**src/rtl/traffic_phase_timer_pkg.sv**
```systemverilog
// rtl/traffic_phase_timer_pkg.sv - shared state encodings, lamp codes and BCD helper
package traffic_phase_timer_pkg;

    typedef enum logic [2:0] {
        MAIN_G = 3'd0,
        MAIN_Y = 3'd1,
        RED1   = 3'd2,
        SIDE_G = 3'd3,
        SIDE_Y = 3'd4,
        RED2   = 3'd5,
        NIGHT  = 3'd6
    } state_t;

    // Lamp codes are {red,yellow,green}
    localparam logic [2:0] RED = 3'b100;
    localparam logic [2:0] YEL = 3'b010;
    localparam logic [2:0] GRN = 3'b001;
    localparam logic [2:0] OFF = 3'b000;

    // Any code 4'hA-4'hF leaves a downstream 7-segment digit dark
    localparam logic [3:0] BLANK = 4'hF;

    // Duration in seconds (1..99) to packed {tens,ones} BCD
    function automatic logic [7:0] to_bcd(input int t);
        return {4'(t / 10), 4'(t % 10)};
    endfunction

endpackage

```
**src/rtl/traffic_phase_timer_tick.sv**
```systemverilog
// rtl/traffic_phase_timer_tick.sv - one-second tick prescaler
// Ports: clk, rst (sync active-high), tick (one clk wide every CLK_DIV clks)
module tick_gen #(
    parameter int CLK_DIV = 50_000_000
) (
    input  logic clk,
    input  logic rst,
    output logic tick
);

    localparam int W = (CLK_DIV > 2) ? $clog2(CLK_DIV) : 1;
    localparam logic [W-1:0] LAST = W'(CLK_DIV - 1);

    logic [W-1:0] count;

    always_ff @(posedge clk) begin
        if (rst) begin
            count <= '0;
        end else if (count == LAST) begin
            count <= '0;
        end else begin
            count <= count + W'(1);
        end
    end

    assign tick = (count == LAST);

endmodule

```
**src/rtl/traffic_phase_timer.sv**
```systemverilog
// rtl/traffic_phase_timer.sv - two-way intersection lamp sequencer with BCD countdown
// Ports: clk, rst (sync active-high), night (flashing-yellow request, sampled on tick),
//        main_rgy/side_rgy lamps {r,y,g}, tens/ones BCD seconds left (4'hF blank),
//        phase (current state encoding)
module traffic_phase_timer
    import traffic_phase_timer_pkg::*;
#(
    parameter int CLK_DIV  = 50_000_000,
    parameter int T_MAIN_G = 25,
    parameter int T_SIDE_G = 15,
    parameter int T_YEL    = 3,
    parameter int T_ALLRED = 2
) (
    input  logic       clk,
    input  logic       rst,
    input  logic       night,
    output logic [2:0] main_rgy,
    output logic [2:0] side_rgy,
    output logic [3:0] tens,
    output logic [3:0] ones,
    output logic [2:0] phase
);

    localparam logic [7:0] BCD_MAIN_G = to_bcd(T_MAIN_G);
    localparam logic [7:0] BCD_SIDE_G = to_bcd(T_SIDE_G);
    localparam logic [7:0] BCD_YEL    = to_bcd(T_YEL);
    localparam logic [7:0] BCD_ALLRED = to_bcd(T_ALLRED);

    logic       tick;
    state_t     state, state_nx;
    logic [7:0] count, count_nx;
    logic       flash, flash_nx;

    tick_gen #(.CLK_DIV(CLK_DIV)) u_tick (
        .clk  (clk),
        .rst  (rst),
        .tick (tick)
    );

    function automatic state_t succ(input state_t s);
        case (s)
            MAIN_G:  return MAIN_Y;
            MAIN_Y:  return RED1;
            RED1:    return SIDE_G;
            SIDE_G:  return SIDE_Y;
            SIDE_Y:  return RED2;
            default: return MAIN_G;
        endcase
    endfunction

    function automatic logic [7:0] load_of(input state_t s);
        case (s)
            MAIN_G:         return BCD_MAIN_G;
            SIDE_G:         return BCD_SIDE_G;
            MAIN_Y, SIDE_Y: return BCD_YEL;
            RED1, RED2:     return BCD_ALLRED;
            default:        return {BLANK, BLANK};
        endcase
    endfunction

    always_ff @(posedge clk) begin
        if (rst) begin
            state <= MAIN_G;
            count <= BCD_MAIN_G;
            flash <= 1'b0;
        end else begin
            state <= state_nx;
            count <= count_nx;
            flash <= flash_nx;
        end
    end

    always_comb begin
        state_nx = state;
        count_nx = count;
        flash_nx = flash;
        case (state)
            NIGHT: begin
                if (tick) begin
                    if (night) begin
                        flash_nx = ~flash;
                    end else begin
                        // Leave night through all-red so cross traffic clears first
                        state_nx = RED2;
                        count_nx = BCD_ALLRED;
                        flash_nx = 1'b0;
                    end
                end
            end
            MAIN_G, MAIN_Y, RED1, SIDE_G, SIDE_Y, RED2: begin
                if (tick) begin
                    if (night) begin
                        // Night request takes priority over a phase expiring on the same tick
                        state_nx = NIGHT;
                        count_nx = {BLANK, BLANK};
                        flash_nx = 1'b1;
                    end else if (count == 8'h01) begin
                        state_nx = succ(state);
                        count_nx = load_of(succ(state));
                    end else if (count[3:0] == 4'd0) begin
                        count_nx = {count[7:4] - 4'd1, 4'd9};
                    end else begin
                        count_nx = {count[7:4], count[3:0] - 4'd1};
                    end
                end
            end
            default: begin
                state_nx = MAIN_G;
                count_nx = BCD_MAIN_G;
                flash_nx = 1'b0;
            end
        endcase
    end

    always_comb begin
        main_rgy = RED;
        side_rgy = RED;
        case (state)
            MAIN_G:  begin main_rgy = GRN; side_rgy = RED; end
            MAIN_Y:  begin main_rgy = YEL; side_rgy = RED; end
            SIDE_G:  begin main_rgy = RED; side_rgy = GRN; end
            SIDE_Y:  begin main_rgy = RED; side_rgy = YEL; end
            NIGHT:   begin
                main_rgy = flash ? YEL : OFF;
                side_rgy = flash ? YEL : OFF;
            end
            default: begin main_rgy = RED; side_rgy = RED; end
        endcase
        tens  = count[7:4];
        ones  = count[3:0];
        phase = state;
    end

endmodule
```
**config.mk**
```make
export PLATFORM = sky130hd
export DESIGN_NAME = traffic_phase_timer
export DESIGN_NICKNAME = d
export VERILOG_FILES = /design/src/rtl/traffic_phase_timer_pkg.sv /design/src/rtl/traffic_phase_timer_tick.sv /design/src/rtl/traffic_phase_timer.sv
export SDC_FILE = /design/constraint.sdc
export NUM_CORES = 1
export LEC_CHECK = 0
export BUFFER_PORTS_ARGS = -buffer_cell sky130_fd_sc_hd__buf_2
export CORE_ASPECT_RATIO = 1.2
export CORE_MARGIN = 4
export CORE_UTILIZATION = 55
export CTS_CLUSTER_DIAMETER = 200
export DETAILED_ROUTE_END_ITERATION = 8
export PLACE_DENSITY = 0.83
export SLEW_MARGIN = 5
export SYNTH_ARGS = -nofsm -noshare
export SYNTH_HDL_FRONTEND = slang
export SYNTH_HIERARCHICAL = 1
export SYNTH_SLANG_ARGS = --single-unit
```
**constraint.sdc**
```tcl
create_clock -name clk -period 2.9 [get_ports clk]
set_clock_uncertainty 0.15 [all_clocks]
set_input_delay 0.29 -clock clk [delete_from_list [all_inputs] [get_ports clk]]
set_output_delay 0.29 -clock clk [all_outputs]
set_load 0.01 [all_outputs]
```
== After elaboration in Yosys (flattened, before gate mapping) ==
Cells that the tools add are included.

* Add/subtract/negate cells: 3
* Equal/unequal tests: 19
* Multiplexer cells: 26
* Bitwise logic cells: 1
* Reductions and logical operators: 11

{| class="wikitable"
|+ Operator list
! kind !! number
|-
| 2-to-1 mux 8 bit || 6
|-
| case mux 8 bit (4 select lines) || 1
|-
| adder 26 x 1 -> 26 bit, second input constant || 1
|-
| equality test 26 bit, second input constant || 1
|-
| 2-to-1 mux 3 bit || 8
|-
| case mux 3 bit (3 select lines) || 2
|-
| case mux 8 bit (2 select lines) || 1
|-
| equality test 3 bit, second input constant || 5
|-
| case mux 3 bit (5 select lines) || 1
|-
| equality test 3 x 2 -> 1 bit, second input constant || 4
|-
| equality test 8 x 1 -> 1 bit, second input constant || 1
|-
| != test 2 bit, second input constant || 4
|-
| AND reduction 4 bit || 2
|-
| subtractor 4 x 1 -> 4 bit, second input constant || 2
|-
| equality test 3 x 1 -> 1 bit, second input constant || 2
|-
| zero test 3 bit || 2
|-
| case mux 3 bit (2 select lines) || 1
|-
| AND reduction 3 bit || 2
|-
| OR reduction 2 bit || 3
|-
| OR reduction 6 bit || 1
|-
| zero test 4 bit || 1
|-
| 2-to-1 mux 1 bit || 4
|-
| != test 4 bit, second input constant || 1
|-
| != test 3 bit, second input constant || 1
|-
| other kinds (3) || 3
|}

* Register bits after elaboration: 38
* Logic and storage cells: 65

== Longest topological paths before layout ==
* Depth after elaboration: 13
* Mapped depth: 9
* Depth with buffers taken out: 8

== By module ==
The synthesis kept the hierarchy.

{| class="wikitable"
|+ Modules (own cells, without submodules)
! module !! times used !! cells each !! area each (sq um) !! seq. area each (sq um)
|-
| tick_gen || 1 || 147 || 1,257.5 || 520.5
|-
| traffic_phase_timer || 1 || 108 || 904.6 || 240.2
|}

== Worst setup path before layout ==
Ideal clock, no wire load.

* Kind: register to register
* Start: register u_tick.count[0]
* End: register state[1] (netlist: phase[1])
* Setup time: 0.070 ns
* Arrival time: 2.431 ns
* Slack: 0.248 ns
* Stages on the path, launching flop included: 9
* Path buffers: 1
* Period minus slack after synthesis: 2.652 ns
* Cells stage by stage: dfxtp_1 > ha_1 > nand4_1 > or4b_2 > nor3_1 > buf_4 > a21oi_2 > or4_1 > a21oi_1

* Cells in the longest elaborated chain, start to end: 3
* Elaborated cells between the ends (all ways): 4
* Classes of those cells: 3 x eq/ne; 1 x reduce/logical

{| class="wikitable"
|+ Ends and longest elaborated chain
! what !! line !! source
|-
| start, declared || traffic_phase_timer_tick.sv:14 || <nowiki>logic [W-1:0] count;</nowiki>
|-
| start signal, assigned || traffic_phase_timer_tick.sv:22 || <nowiki>count <= count + W'(1);</nowiki>
|-
| equality test 26 bit * || traffic_phase_timer_tick.sv:26 || <nowiki>assign tick = (count == LAST);</nowiki>
|-
| net tick || traffic_phase_timer.sv:29 || <nowiki>logic tick;</nowiki>
|-
| != test 2 bit (no line) || n/a ||
|-
| AND reduction 4 bit (no line) * || n/a ||
|-
| end signal, assigned || traffic_phase_timer.sv:67 || <nowiki>state <= state_nx;</nowiki>
|-
| end, declared || traffic_phase_timer.sv:30 || <nowiki>state_t state, state_nx;</nowiki>
|}

Mark *: on every way through the listed nets, which the timed path passes. The rest lies on a longest branch.
A chain may end at the register's enable or synchronous reset.

==> summary.txt <==
Drt
  – DR pass1 iterations: 4
  – Routed WL: 4.76 mm
  – Routed length per instance: 14.7 um
  – DRT antenna net count: 0
  – Drt drc: 0
  – Initial DRC count: 395
  – Vias per inst: 6.11
  – Routed via count: 1,979

Pwr
  – Combinational Power Share: 3.4%
  – Net Sw Power: 0.000205 W
  – Flop pwr share: 52.9%
  – Peak supply drop: 0.000311 V
  – PD cells: 420 nW/um^2
  – Cell Int Power: 0.000794 W
  – Net Sw Frac: 20.6%
  – Clock power share: 43.7%
  – P_leak: 0.793 nW

CTS
  – Post-CTS setup buffers: 0
  – CTS clock-pin slew for the worst setup and hold paths: 70 ps
  – CTS buffer count: 5
  – Hold_buf cts: 0
  – H-tree levels: 2
  – CTS tree: done
  – Clk root buf: clkbuf_8
  – # clock sinks: 38
  – CTS Buffer Depth: 2
  – CTS resizes: 0
  – Worst skew pair latency: 290 ps

Synthesis
  – Post-synth EDFFs: 0
  – Share of flip-flops with an asynchronous set or reset: 0%
  – Synth cell types: 59
  – Synth Warn #: 6
  – Post-synth top cells: dfxtp_1, a21oi_1, nor2_1
  – Cell taking the most area after synthesis: dfxtp_1
  – Synth Cell Area: 2160 um^2
  – Count leader, synth: dfxtp_1
  – Cells after Synth: 255
  – Sequential area share after synthesis: 35.2%
  – Top-area cell type share of the netlist area: 35.2%
  – #FFs+latches synth: 38
  – Synth top area cells: dfxtp_1, a21oi_1, nor2_1
  – Synth Flop Type: dfxtp_1
  – Synthesized area per cell: 8.48 um^2
  – Syn Nets: 260

Global route
  – Number of global-route vias before repair: 1,781
  – GRT met3 Usage: 4.53%
  – Total GRT Usage: 20.0%
  – GR peak layer: met2
  – GRT overflow: 0
  – First-pass GRT wire length: 7.98 mm
  – Antenna violations before repair: 0
  – Met1 Use GR: 23.5%
  – Grt met2 use: 33.8%
  – Pin count of the biggest net entering global routing: 21

Floorplanning
  – Initial core utilization: 58.1%
  – Width of the die: 65.2 um
  – Die H: 76.7 um
  – Die footprint: 5000 um^2
  – Core ar.: 3720 um^2
  – Rows: 24
  – Top Ports: 20

Worst setup path
  – Crit start category: register
  – Worst EP arrival: 2770 ps
  – CP max stage delay: 570 ps
  – CP max FO: 8
  – WP buf/inv: 1
  – Top delay family on crit path: simple AND/OR/NAND/NOR gates
  – Crit-path slowest cell: or4b_4
  – Crit path kind: register to register
  – Worst setup EP type: register
  – CP required: 2950 ps
  – Critical path, cell by cell: ha_2, nand4_1, or4b_4, nor3_1, buf_4, a21bo_2, a211oi_4, o21ai_0, o311ai_1

Status
  – Run status: finished, final reports clean

Place
  – Dpl cell area: 2260 um^2
  – Placed insts: 316
  – GP Congestion: 0.903
  – Final HPWL DP: 3.33 mm
  – Port bufs: 19

Timing
  – Max Freq: 368 MHz
  – Worst Max-Slew Pin Slew: 594 ps
  – Final Max Slew Viols: 0
  – RSZ-0062 raised after global routing: no
  – Final setup viols: 0
  – Crit share post-route: 93.8%
  – Max_slew headroom: 60.4%
  – Setup TNS: 0 ps
  – Minimum clock period: 2720 ps
  – Hold Slack: 213 ps
  – Final-report hold violation count: 0

Final layout
  – Finished Layout Cells: 324
  – Final core occ: 63.8%
  – Layout area overhead: 9.95%
  – Nets: 276
  – Design area: 2380 um^2
  – Diode count: 0
  – Share of cells above drive strength 1: 18.4%

Job
  – Max cap viols: 0

Min path
  – Hold Path Class: input port to register
==> layer usage <==
metal	vias to the layer above	share of wire, %
met5	-	0
li1	981	-
met2	53	50
met4	0	1.7
met3	9	4.5
met1	936	44
==> cell families (layout without fill, tap and decap cells) <==
| logic type | after synthesis | in the layout | synth area share [%] |
|---|---|---|---|
| buffers and inverters | 26 | 43 | 6.31 |
| adders and majority gates | 2 | 2 | 1.16 |
| xor gates and xnor gates | 13 | 13 | 5.27 |
| and+or+nand+nor | 106 | 106 | 29.5 |
| AOI/OAI and AO/OA | 70 | 70 | 22.6 |
| DFF | 38 | 38 | 35.2 |
==> power groups by stage <==
stage / Clock, W / Combinational, W / Sequential (W)
2_1_floorplan: 0 / 0.0000250 / 0.000540
3_3_place_gp: 0 / 0.0000329 / 0.000540
3_5_place_dp: 0 / 0.0000330 / 0.000540
4_1_cts: 0.000450 / 0.0000334 / 0.000528
5_1_grt: 0.000467 / 0.0000371 / 0.000528
6_report: 0.000437 / 0.0000340 / 0.000528
==> final cells by class <==
cell class	count	area, um^2
well taps	52	65.1
clock inverters	1	30.0
flip-flops and latches	38	761
multi-input cells	191	1270
fillers	334	1350
repair buffers	24	133
clock buffers	7	76.3
inverters	11	41.3
==> flip-flops by register name (all words and copies together) (netlist names) <==
signal,flops
count,8
flash,1
phase,3
u_tick/count,26
==> worst paths after layout <==
check | startpoint | depth (start not counted) | slack (ps) | to
max | u_tick/count[0] | 9 | 180 | count[7]
max reg2reg | u_tick/count[0] | 9 | 180 | count[7]
min | rst | 2 | 210 | u_tick/count[6]
min reg2reg | u_tick/count[0] | 1 | 340 | u_tick/count[0]
==> worst register-to-register path, stage by stage, from the launching register on <==
cell      delay (ps)
dfxtp_1          390
ha_2             240
nand4_1          150
or4b_4           570
nor3_1           170
buf_4            190
a21bo_2          280
a211oi_4         270
o21ai_0          130
o311ai_1         100
==> placed cells by master, fill, tap and decap left out, types with 3 or more instances in the layout <==
cell type and instances:
buf_2 19, nor2b_1 3, xor2_1 7, o21ai_0 13, dfxtp_1 38, nand2b_1 5
nand4_1 8, and4_1 3, buf_4 5, nor2_1 18, or4_1 8, nor3_1 8
xnor2_1 6, or3_1 4, nor4_1 4, clkbuf_8 5, a21oi_1 25, nand3_1 12
nand2_1 16, inv_1 11, o31ai_1 5
==> through the flow <==
step / total power, W / worst slack, ps
after floorplan: 0.000565 / 248
after global placement: 0.000573 / 144
after detailed placement: 0.000573 / 60.5
after global routing: 0.00103 / 1.58
after CTS: 0.00101 / 27.4
final: 0.000999 / 179
No activity file was read; power rests on OpenSTA's default activity.
